===== config.mk =====
export PLATFORM = sky130hd
export DESIGN_NAME = z80_io_bridge
export DESIGN_NICKNAME = d
export VERILOG_FILES = /design/src/rtl/z80_io_bridge.sv
export SDC_FILE = /design/constraint.sdc
export NUM_CORES = 1
export LEC_CHECK = 0
export BUFFER_PORTS_ARGS = -buffer_cell sky130_fd_sc_hd__buf_4
export CORE_ASPECT_RATIO = 0.5
export CORE_MARGIN = 1.5
export CORE_UTILIZATION = 40
export DETAILED_ROUTE_END_ITERATION = 6
export GPL_ROUTABILITY_DRIVEN = 0
export PLACE_DENSITY_LB_ADDON = 0.1
export SETUP_SLACK_MARGIN = 0.02
export SLEW_MARGIN = 20
export SYNTH_ARGS = -nofsm -noshare
export SYNTH_HDL_FRONTEND = slang
export SYNTH_SLANG_ARGS = --single-unit

===== constraint.sdc =====
create_clock -name clk -period 1.75 [get_ports clk]
set_input_delay 0 -clock clk [delete_from_list [all_inputs] [get_ports clk]]
set_output_delay 0 -clock clk [all_outputs]
set_load 0.005 [all_outputs]

===== src/rtl/z80_io_bridge.sv =====
// I/O and data-bus bridge for the tv80 Z80 system: decodes the 8-bit I/O space into
// UART, latched output ports and synchronised input ports, muxes CPU read data, adds wait states.
module z80_io_bridge #(
    parameter int         NUM_OUT   = 4,
    parameter int         NUM_IN    = 2,
    parameter logic [7:0] OUT_BASE  = 8'hB8,
    parameter logic [7:0] IN_BASE   = 8'hC0,
    parameter logic [7:0] UART_BASE = 8'h00,
    parameter int         UART_SIZE = 8,
    parameter int         IO_WAIT   = 1
) (
    input  logic                   clk,
    input  logic                   reset,
    input  logic [15:0]            address,
    input  logic [7:0]             dbus_out,
    input  logic                   rd_n,
    input  logic                   wr_n,
    input  logic                   mreq_n,
    input  logic                   iorq_n,
    input  logic                   m1_n,
    input  logic [7:0]             mem_dout,
    input  logic [7:0]             uart_dout,
    input  logic [8*NUM_IN-1:0]    in_ports,
    output logic [7:0]             dbus_in,
    output logic                   wait_n,
    output logic                   uart_enable,
    output logic [8*NUM_OUT-1:0]   out_ports,
    output logic [NUM_OUT-1:0]     out_strobe
);

    localparam logic [1:0] ST_IDLE = 2'd0;
    localparam logic [1:0] ST_WAIT = 2'd1;
    localparam logic [1:0] ST_HOLD = 2'd2;

    logic                io_cyc;
    logic                inta;
    logic                io_wr;
    logic                io_wr_q;
    logic [7:0]          io_addr;
    logic [NUM_OUT-1:0]  out_sel;
    logic [NUM_IN-1:0]   in_sel;
    logic                uart_hit;
    logic [7:0]          out_data;
    logic [7:0]          in_data;
    logic [8*NUM_IN-1:0] sync1;
    logic [8*NUM_IN-1:0] sync2;
    logic [1:0]          state;
    logic [3:0]          cnt;
    logic                unused_bits;

    // Only the low address byte is decoded for I/O; rd_n is implied by the mux selection.
    assign unused_bits = ^{address[15:8], rd_n};

    assign io_addr = address[7:0];
    assign io_cyc  = !iorq_n && m1_n;
    assign inta    = !iorq_n && !m1_n;
    assign io_wr   = io_cyc && !wr_n;

    // NOTE: every combinational output gets a default first so no path can infer a latch.
    always_comb begin
        out_sel  = '0;
        in_sel   = '0;
        out_data = 8'h00;
        in_data  = 8'h00;
        for (int k = 0; k < NUM_OUT; k++) begin
            if (int'(io_addr) == int'(OUT_BASE) + k) begin
                out_sel[k] = 1'b1;
                out_data   = out_ports[8*k +: 8];
            end
        end
        for (int k = 0; k < NUM_IN; k++) begin
            if (int'(io_addr) == int'(IN_BASE) + k) begin
                in_sel[k] = 1'b1;
                in_data   = sync2[8*k +: 8];
            end
        end
        uart_hit = (int'(io_addr) >= int'(UART_BASE)) &&
                   (int'(io_addr) <  int'(UART_BASE) + UART_SIZE);
    end

    assign uart_enable = io_cyc && uart_hit;

    always_comb begin
        dbus_in = mem_dout;
        if (!mreq_n) begin
            dbus_in = mem_dout;
        end else if (inta) begin
            dbus_in = 8'hFF;                       // RST 38h vector
        end else if (io_cyc) begin
            if (|out_sel)      dbus_in = out_data;
            else if (|in_sel)  dbus_in = in_data;
            else if (uart_hit) dbus_in = uart_dout;
            else               dbus_in = 8'hFF;
        end
    end

    // NOTE: sequential state uses non-blocking assignments so all flops update together.
    // io_wr_q resets high so a write already in progress at reset release is never committed.
    always_ff @(posedge clk) begin
        if (reset) begin
            out_ports  <= '0;
            out_strobe <= '0;
            io_wr_q    <= 1'b1;
        end else begin
            io_wr_q    <= io_wr;
            out_strobe <= '0;
            for (int k = 0; k < NUM_OUT; k++) begin
                if (io_wr && !io_wr_q && out_sel[k]) begin
                    out_ports[8*k +: 8] <= dbus_out;
                    out_strobe[k]       <= 1'b1;
                end
            end
        end
    end

    always_ff @(posedge clk) begin
        if (reset) begin
            sync1 <= '0;
            sync2 <= '0;
        end else begin
            sync1 <= in_ports;
            sync2 <= sync1;
        end
    end

    // Wait-state generator: one burst per I/O cycle, re-armed only once iorq_n is seen high.
    always_ff @(posedge clk) begin
        if (reset) begin
            state  <= ST_IDLE;
            cnt    <= 4'd0;
            wait_n <= 1'b1;
        end else begin
            case (state)
                ST_IDLE: begin
                    if (io_cyc) begin
                        if (IO_WAIT > 0) begin
                            state  <= ST_WAIT;
                            cnt    <= 4'(IO_WAIT - 1);
                            wait_n <= 1'b0;
                        end else begin
                            state  <= ST_HOLD;
                        end
                    end
                end
                ST_WAIT: begin
                    if (cnt == 4'd0) begin
                        state  <= ST_HOLD;
                        wait_n <= 1'b1;
                    end else begin
                        cnt <= cnt - 4'd1;
                    end
                end
                ST_HOLD: begin
                    if (iorq_n) state <= ST_IDLE;
                end
                default: begin
                    state  <= ST_IDLE;
                    wait_n <= 1'b1;
                end
            endcase
        end
    end

endmodule

# --- Word-level counts from Yosys, hierarchy flattened ---
# Index checks and enable logic that the tools add are counted.
op_classes:
  addsub: 1
  n_mul: 0
  div: 0
  magnitude_cmp: 1
  eq_ne: 12
  shift: 0
  n_mux: 32
  n_bitwise: 1
  reduce_logical: 21
ops:
  columns: ["op", "n"]
  rows:
  - ["8-bit 2-to-1 mux", 12]
  - ["8-bit equality test, second input constant", 4]
  - ["8-bit by 7-bit equality test with 1-bit output, second input constant", 2]
  - ["1-bit 2-to-1 mux", 12]
  - ["1-bit logical AND", 9]
  - ["3-bit AND reduction", 3]
  - ["8-bit by 4-bit less-than comparator with 1-bit output, second input constant", 1]
  - ["4-bit 2-to-1 mux", 2]
  - ["2-bit != test, second input constant", 4]
  - ["4-bit case mux with 2 select lines", 1]
  - ["2-bit 2-to-1 mux", 3]
  - ["2-bit case mux with 3 select lines", 1]
  - ["1-bit logical NOT", 4]
  - ["4-bit logical NOT", 1]
  - ["4-bit OR reduction", 1]
  - ["4-bit by 1-bit subtractor with 4-bit output, second input constant", 1]
  - ["1-bit case mux with 3 select lines", 1]
  - ["2-bit by 1-bit equality test with 1-bit output, second input constant", 1]
  - ["2-bit equality test, second input constant", 1]
  - ["2-bit logical NOT", 1]
  - ["2-bit nonzero test", 1]
  - ["2-bit OR reduction", 1]
  - ["1-bit NOT", 1]
word_totals:
  regBits: 76
  latchBits: 0
  ram_bits: 0
  romBits: 0
  in_bits: 63
  out_inout_bits: 46
  elab_cells: 79
  memories: 0

# --- Depth between registers and ports, before layout ---
logic_depth:
  depth_word: 9
  mapped_depth: 6
  ltp_nobuf: 6

# --- Worst setup path after synthesis ---
# OpenSTA, ideal clock, no wires.
synth_timing:
  path_kind: "reg-to-reg"
  start: "register cnt[0]"
  end: "register cnt[3]"
  setup_ps: 80
  t_arrival_ps: 1378
  t_required_ps: 1670
  path_slack_ps: 292
  path_stages_with_launch: 7
  path_buffers: 0
  synth_period_minus_slack_ps: 1458
  path_cell_list: "dfxtp_1 > inv_1 > ha_1 > nand4bb_1 > o211ai_2 > or3_1 > a211oi_2"
synth_via:
  elab_chain_cells: 3
  word_cells_on_any_way: 6
  cone_classes: "add/sub: 1; eq/ne: 1; mux: 2; reduce/logical: 2"
synth_lines:
  columns: ["item", "line", "source"]
  rows:
  - ["from (decl)", "48", "logic [3:0] cnt;"]
  - ["from (signal assigned)", "138", "cnt <= 4'(IO_WAIT - 1);"]
  - ["from (signal assigned)", "150", "cnt <= cnt - 4'd1;"]
  - ["4-bit by 1-bit subtractor with 4-bit output / 4-bit logical NOT (equally long branches)", "150, 146", null]
  - ["4-bit 2-to-1 mux / 2-bit != test (equally long branches)", null, null]
  - ["4-bit case mux with 2 select lines / 3-bit AND reduction (equally long branches)", null, null]
# Parallel ways exist; a longest one is shown, timed or not. The select of a mux whose other input is x is not followed.
# A chain may end at the register's enable or synchronous reset.

# --- Worst setup path in the final report ---
layout_timing:
  start: "register out_ports[18]"
  end: "output dbus_in[2]"
layout_via:
  elab_chain_cells: 6
layout_lines:
  columns: ["item", "line", "source"]
  rows:
  - ["from (decl)", "27", "output logic [8*NUM_OUT-1:0] out_ports,"]
  - ["from (signal, indexed assignment)", "109", "out_ports[8*k +: 8] <= dbus_out;"]
  - ["8-bit 2-to-1 mux (2 in series)", "66", "if (int'(io_addr) == int'(OUT_BASE) + k) begin"]
  - ["8-bit 2-to-1 mux", "90", "if (|out_sel) dbus_in = out_data;"]
  - ["8-bit 2-to-1 mux", "89", "end else if (io_cyc) begin"]
  - ["8-bit 2-to-1 mux", "87", "end else if (inta) begin"]
  - ["8-bit 2-to-1 mux", "85", "if (!mreq_n) begin"]
  - ["to (decl)", "24", "output logic [7:0] dbus_in,"]
# No other way between the ends.

==> results_dict.tcl <==
set metrics [dict create \
    run_status "finished clean" \
    post_syn_area_per_cell_um2 10.2 \
    worst_hold_path_type "in -> reg" \
    total_global_routing_overflow 0 \
    cp_data_required_time_ns 1.75 \
    finalClockSkew_ns 0.00295 \
    grt_pass1_wl_mm 11.7 \
    worstHoldStart "iorq_n" \
    report.final.setup_viol 0 \
    grt.total_usage_pct 18.5 \
    synthesis.instances 307 \
    max-vdd-ir-drop_mv 0.530 \
    reg2regPathDepth 6 \
    route.final.wire_length_mm 7.33 \
    first_global_vias 2467 \
    drtPass1Iterations 4 \
    n_antenna_cell 0 \
    synth.area.top_cells "dfxtp_1, mux2i_1, nor2b_1, nor2_1, mux4_1" \
    clockRootBuffer "clkbuf_16" \
    numPortBuffers 99 \
    chipHeight_um 65.6 \
    post_drt_wl_per_cell_um 13.6 \
    post_cts_buffers 0 \
    achievable_clock_frequency_ghz 0.609 \
    r2r-end "cnt[3]" \
    final_max_slew_viol_count 0 \
    grt_antenna_before_repair 0 \
    power_w 0.00414 \
    synth_fp_nets 371 \
    timing.critical_path.arrival_ns 1.64 \
    post_route_setup_tns_ns 0 \
    drc_violation_count_after_routing 0 \
    floorplan.die.width_um 128 \
    clockBufferDepth 2 \
    synth.distinct_cells 41 \
    crit_fanout 3 \
    most_repeated_cell_in_the_gate_level_netlist_after_synthesis "dfxtp_1" \
    placement_row_count 22 \
    num_io_pins 109 \
    yosysSeqAreaShare_pct 48.5 \
    synthArstFlopShare_pct 0 \
    cts_made_buffers 9 \
    grt_setup_unrepaired "no" \
    source_to_sink_clock_delay_at_the_later_pin_of_the_worst_skew_pair_ns 0.33 \
    detailedRoute.firstIterationViolations 111 \
    synth_top_cell_by_area "dfxtp_1" \
    detailed_place_hpwl_mm 5.20 \
    globalRouteMet1Util_pct 22.1 \
    synth_edf_count 0 \
    layout-drive-gt1-share_pct 30.6 \
    power.density_nw_per_um2 916 \
    synth_area_um2 3140 \
    gr-usage-met2_pct 31.9 \
    synth.ff_latch_count 76 \
    cts.reportedPaths.clkPinSlew_ns 0.06 \
    coreArea_um2 7460 \
    crit-reg2reg-launch "cnt[0]" \
    r2r_setup_slack_ns 0.17 \
    fin_nets 491 \
    period_share_pct 93.9 \
    maxCapViolCount 0 \
    postSynth.topFlopCell "dfxtp_1" \
    synth.cells.most_frequent "dfxtp_1, nor2_1, mux2i_1" \
    maximum_number_of_pins_on_one_net_before_global_route_repair 77 \
    route.vias.total 2552 \
    tightest_slew_ns 0.738 \
    h-tree-depth 3 \
    fin_crit_ns 1.64 \
    antenna_violating_nets_post_route 0 \
    area_delta_synth_final_pct 44.0 \
    setup.worst_path.end_class "primary output" \
    met3_usage_pct 4.89 \
    clock_sinks 76 \
    startpoint "out_ports[18]" \
    crit_path_start_kind "register" \
    initial_cell_density_of_the_core_pct 42.0 \
    worst_setup_path_endpoint "dbus_in[2]" \
    timing.setup.critical_path_class "reg -> out" \
    hold_viol 0 \
    via_per_inst 4.73 \
    static_power_due_to_leakage_nw 2.18 \
    synth_top_area_share_pct 48.5 \
    rel_slew_slack_pct 50.8 \
    die_area_um2 8410 \
    cts_tree "done" \
    yosys_warnings 0 \
    global_route.peak_usage_layer "met2" \
]
==> worst max-delay path: stages, from the launching register on <==
cell,delay [ns]
dfxtp_1,0.32
mux4_1,0.57
a21oi_1,0.19
a21oi_1,0.10
buf_4,0.14
==> metal layers <==
layer  vias to the layer above  wire length, um  share of wire (%)
met5                         -                0                  0
met4                         0              126                1.7
met3                        13              340                4.6
met2                        64             3550                 48
met1                      1164             3310                 45
li1                       1311                -                  -
==> worst min path at each step <==
stage,cells past startpoint,slack [ns],end
after detailed placement,2,0.21,sync1[13]
after CTS,4,0.05,state[1]
after global placement,2,0.21,sync1[1]
after global routing,4,0.08,state[1]
final,4,0.07,state[1]
after floorplan,2,0.13,dbus_in[0]
==> state kept, by name, indices dropped and copies added (netlist names) <==
name	cells
sync1	16
sync2	16
wait_n	1
cnt	4
io_wr_q	1
out_ports	32
out_strobe	4
state	2
==> power breakdown <==
group | internal, W | switching, W | total (W) | leakage, nW
clock | 0.00126 | 0.000659 | 0.00191 | 0.158
sequential | 0.00179 | 0.0000327 | 0.00182 | 0.620
combinational | 0.000229 | 0.000176 | 0.000405 | 1.40
==> layout by cell type, fill, tap and decap left out, types with 3 or more instances in the layout <==
cell type,synthesis,final
inv_1,3,3
mux2i_1,40,40
a21oi_1,20,20
dfxtp_1,76,76
buf_4,4,105
mux4_2,3,3
nor2b_1,32,32
mux4_1,5,5
nand2_1,5,5
dlygate4sd3_1,0,24
o21ai_0,3,3
nor2_1,48,48
nor3_1,5,5
o211ai_1,8,8
clkbuf_16,0,9
nand4_1,4,4
clkbuf_8,0,4
nand3_1,9,9
==> cell type report <==
class / count / area (um^2)
timing repair buffer: 129 / 1030
clock buffer: 13 / 280
multi-input combinational: 208 / 1500
fill: 636 / 2940
tap: 108 / 135
inverter: 3 / 11.3
clock inverter: 3 / 42.5
sequential: 76 / 1520
==> what timing repair did <==
action	4_1_cts	5_1_grt
resized for setup	0	1
endpoints found under the hold margin	48	0
setup endpoints to repair	0	1
hold buffers	24	0
==> per-stage QoR <==
step | util, % | setup slack (ns) | hold WS [ns] | cell area (um^2) | instances
finish | 60.6 | 0.107 | 0.0680 | 4520 | 540
detailed placement | 53.0 | 0.119 | 0.214 | 3950 | 500
global placement | 53.0 | 0.242 | 0.213 | 3950 | 500
floorplan | - | 0.292 | 0.128 | 3140 | 307
CTS | 60.5 | 0.105 | 0.0512 | 4510 | 540
global route | 60.6 | 0.0281 | 0.0821 | 4520 | 540
==> cell families after synthesis <==
family,after synthesis,synth area share (%)
flip-flops,76,48.5
XOR/XNOR,1,0.279
buffers and inverters,23,3.87
AO/OA/AOI/OAI,36,7.10
multiplexers,48,19.1
adder cells (fa/ha/maj),1,0.399
AND/OR/NAND/NOR,122,20.7
No activity file was read; power rests on OpenSTA's default activity.
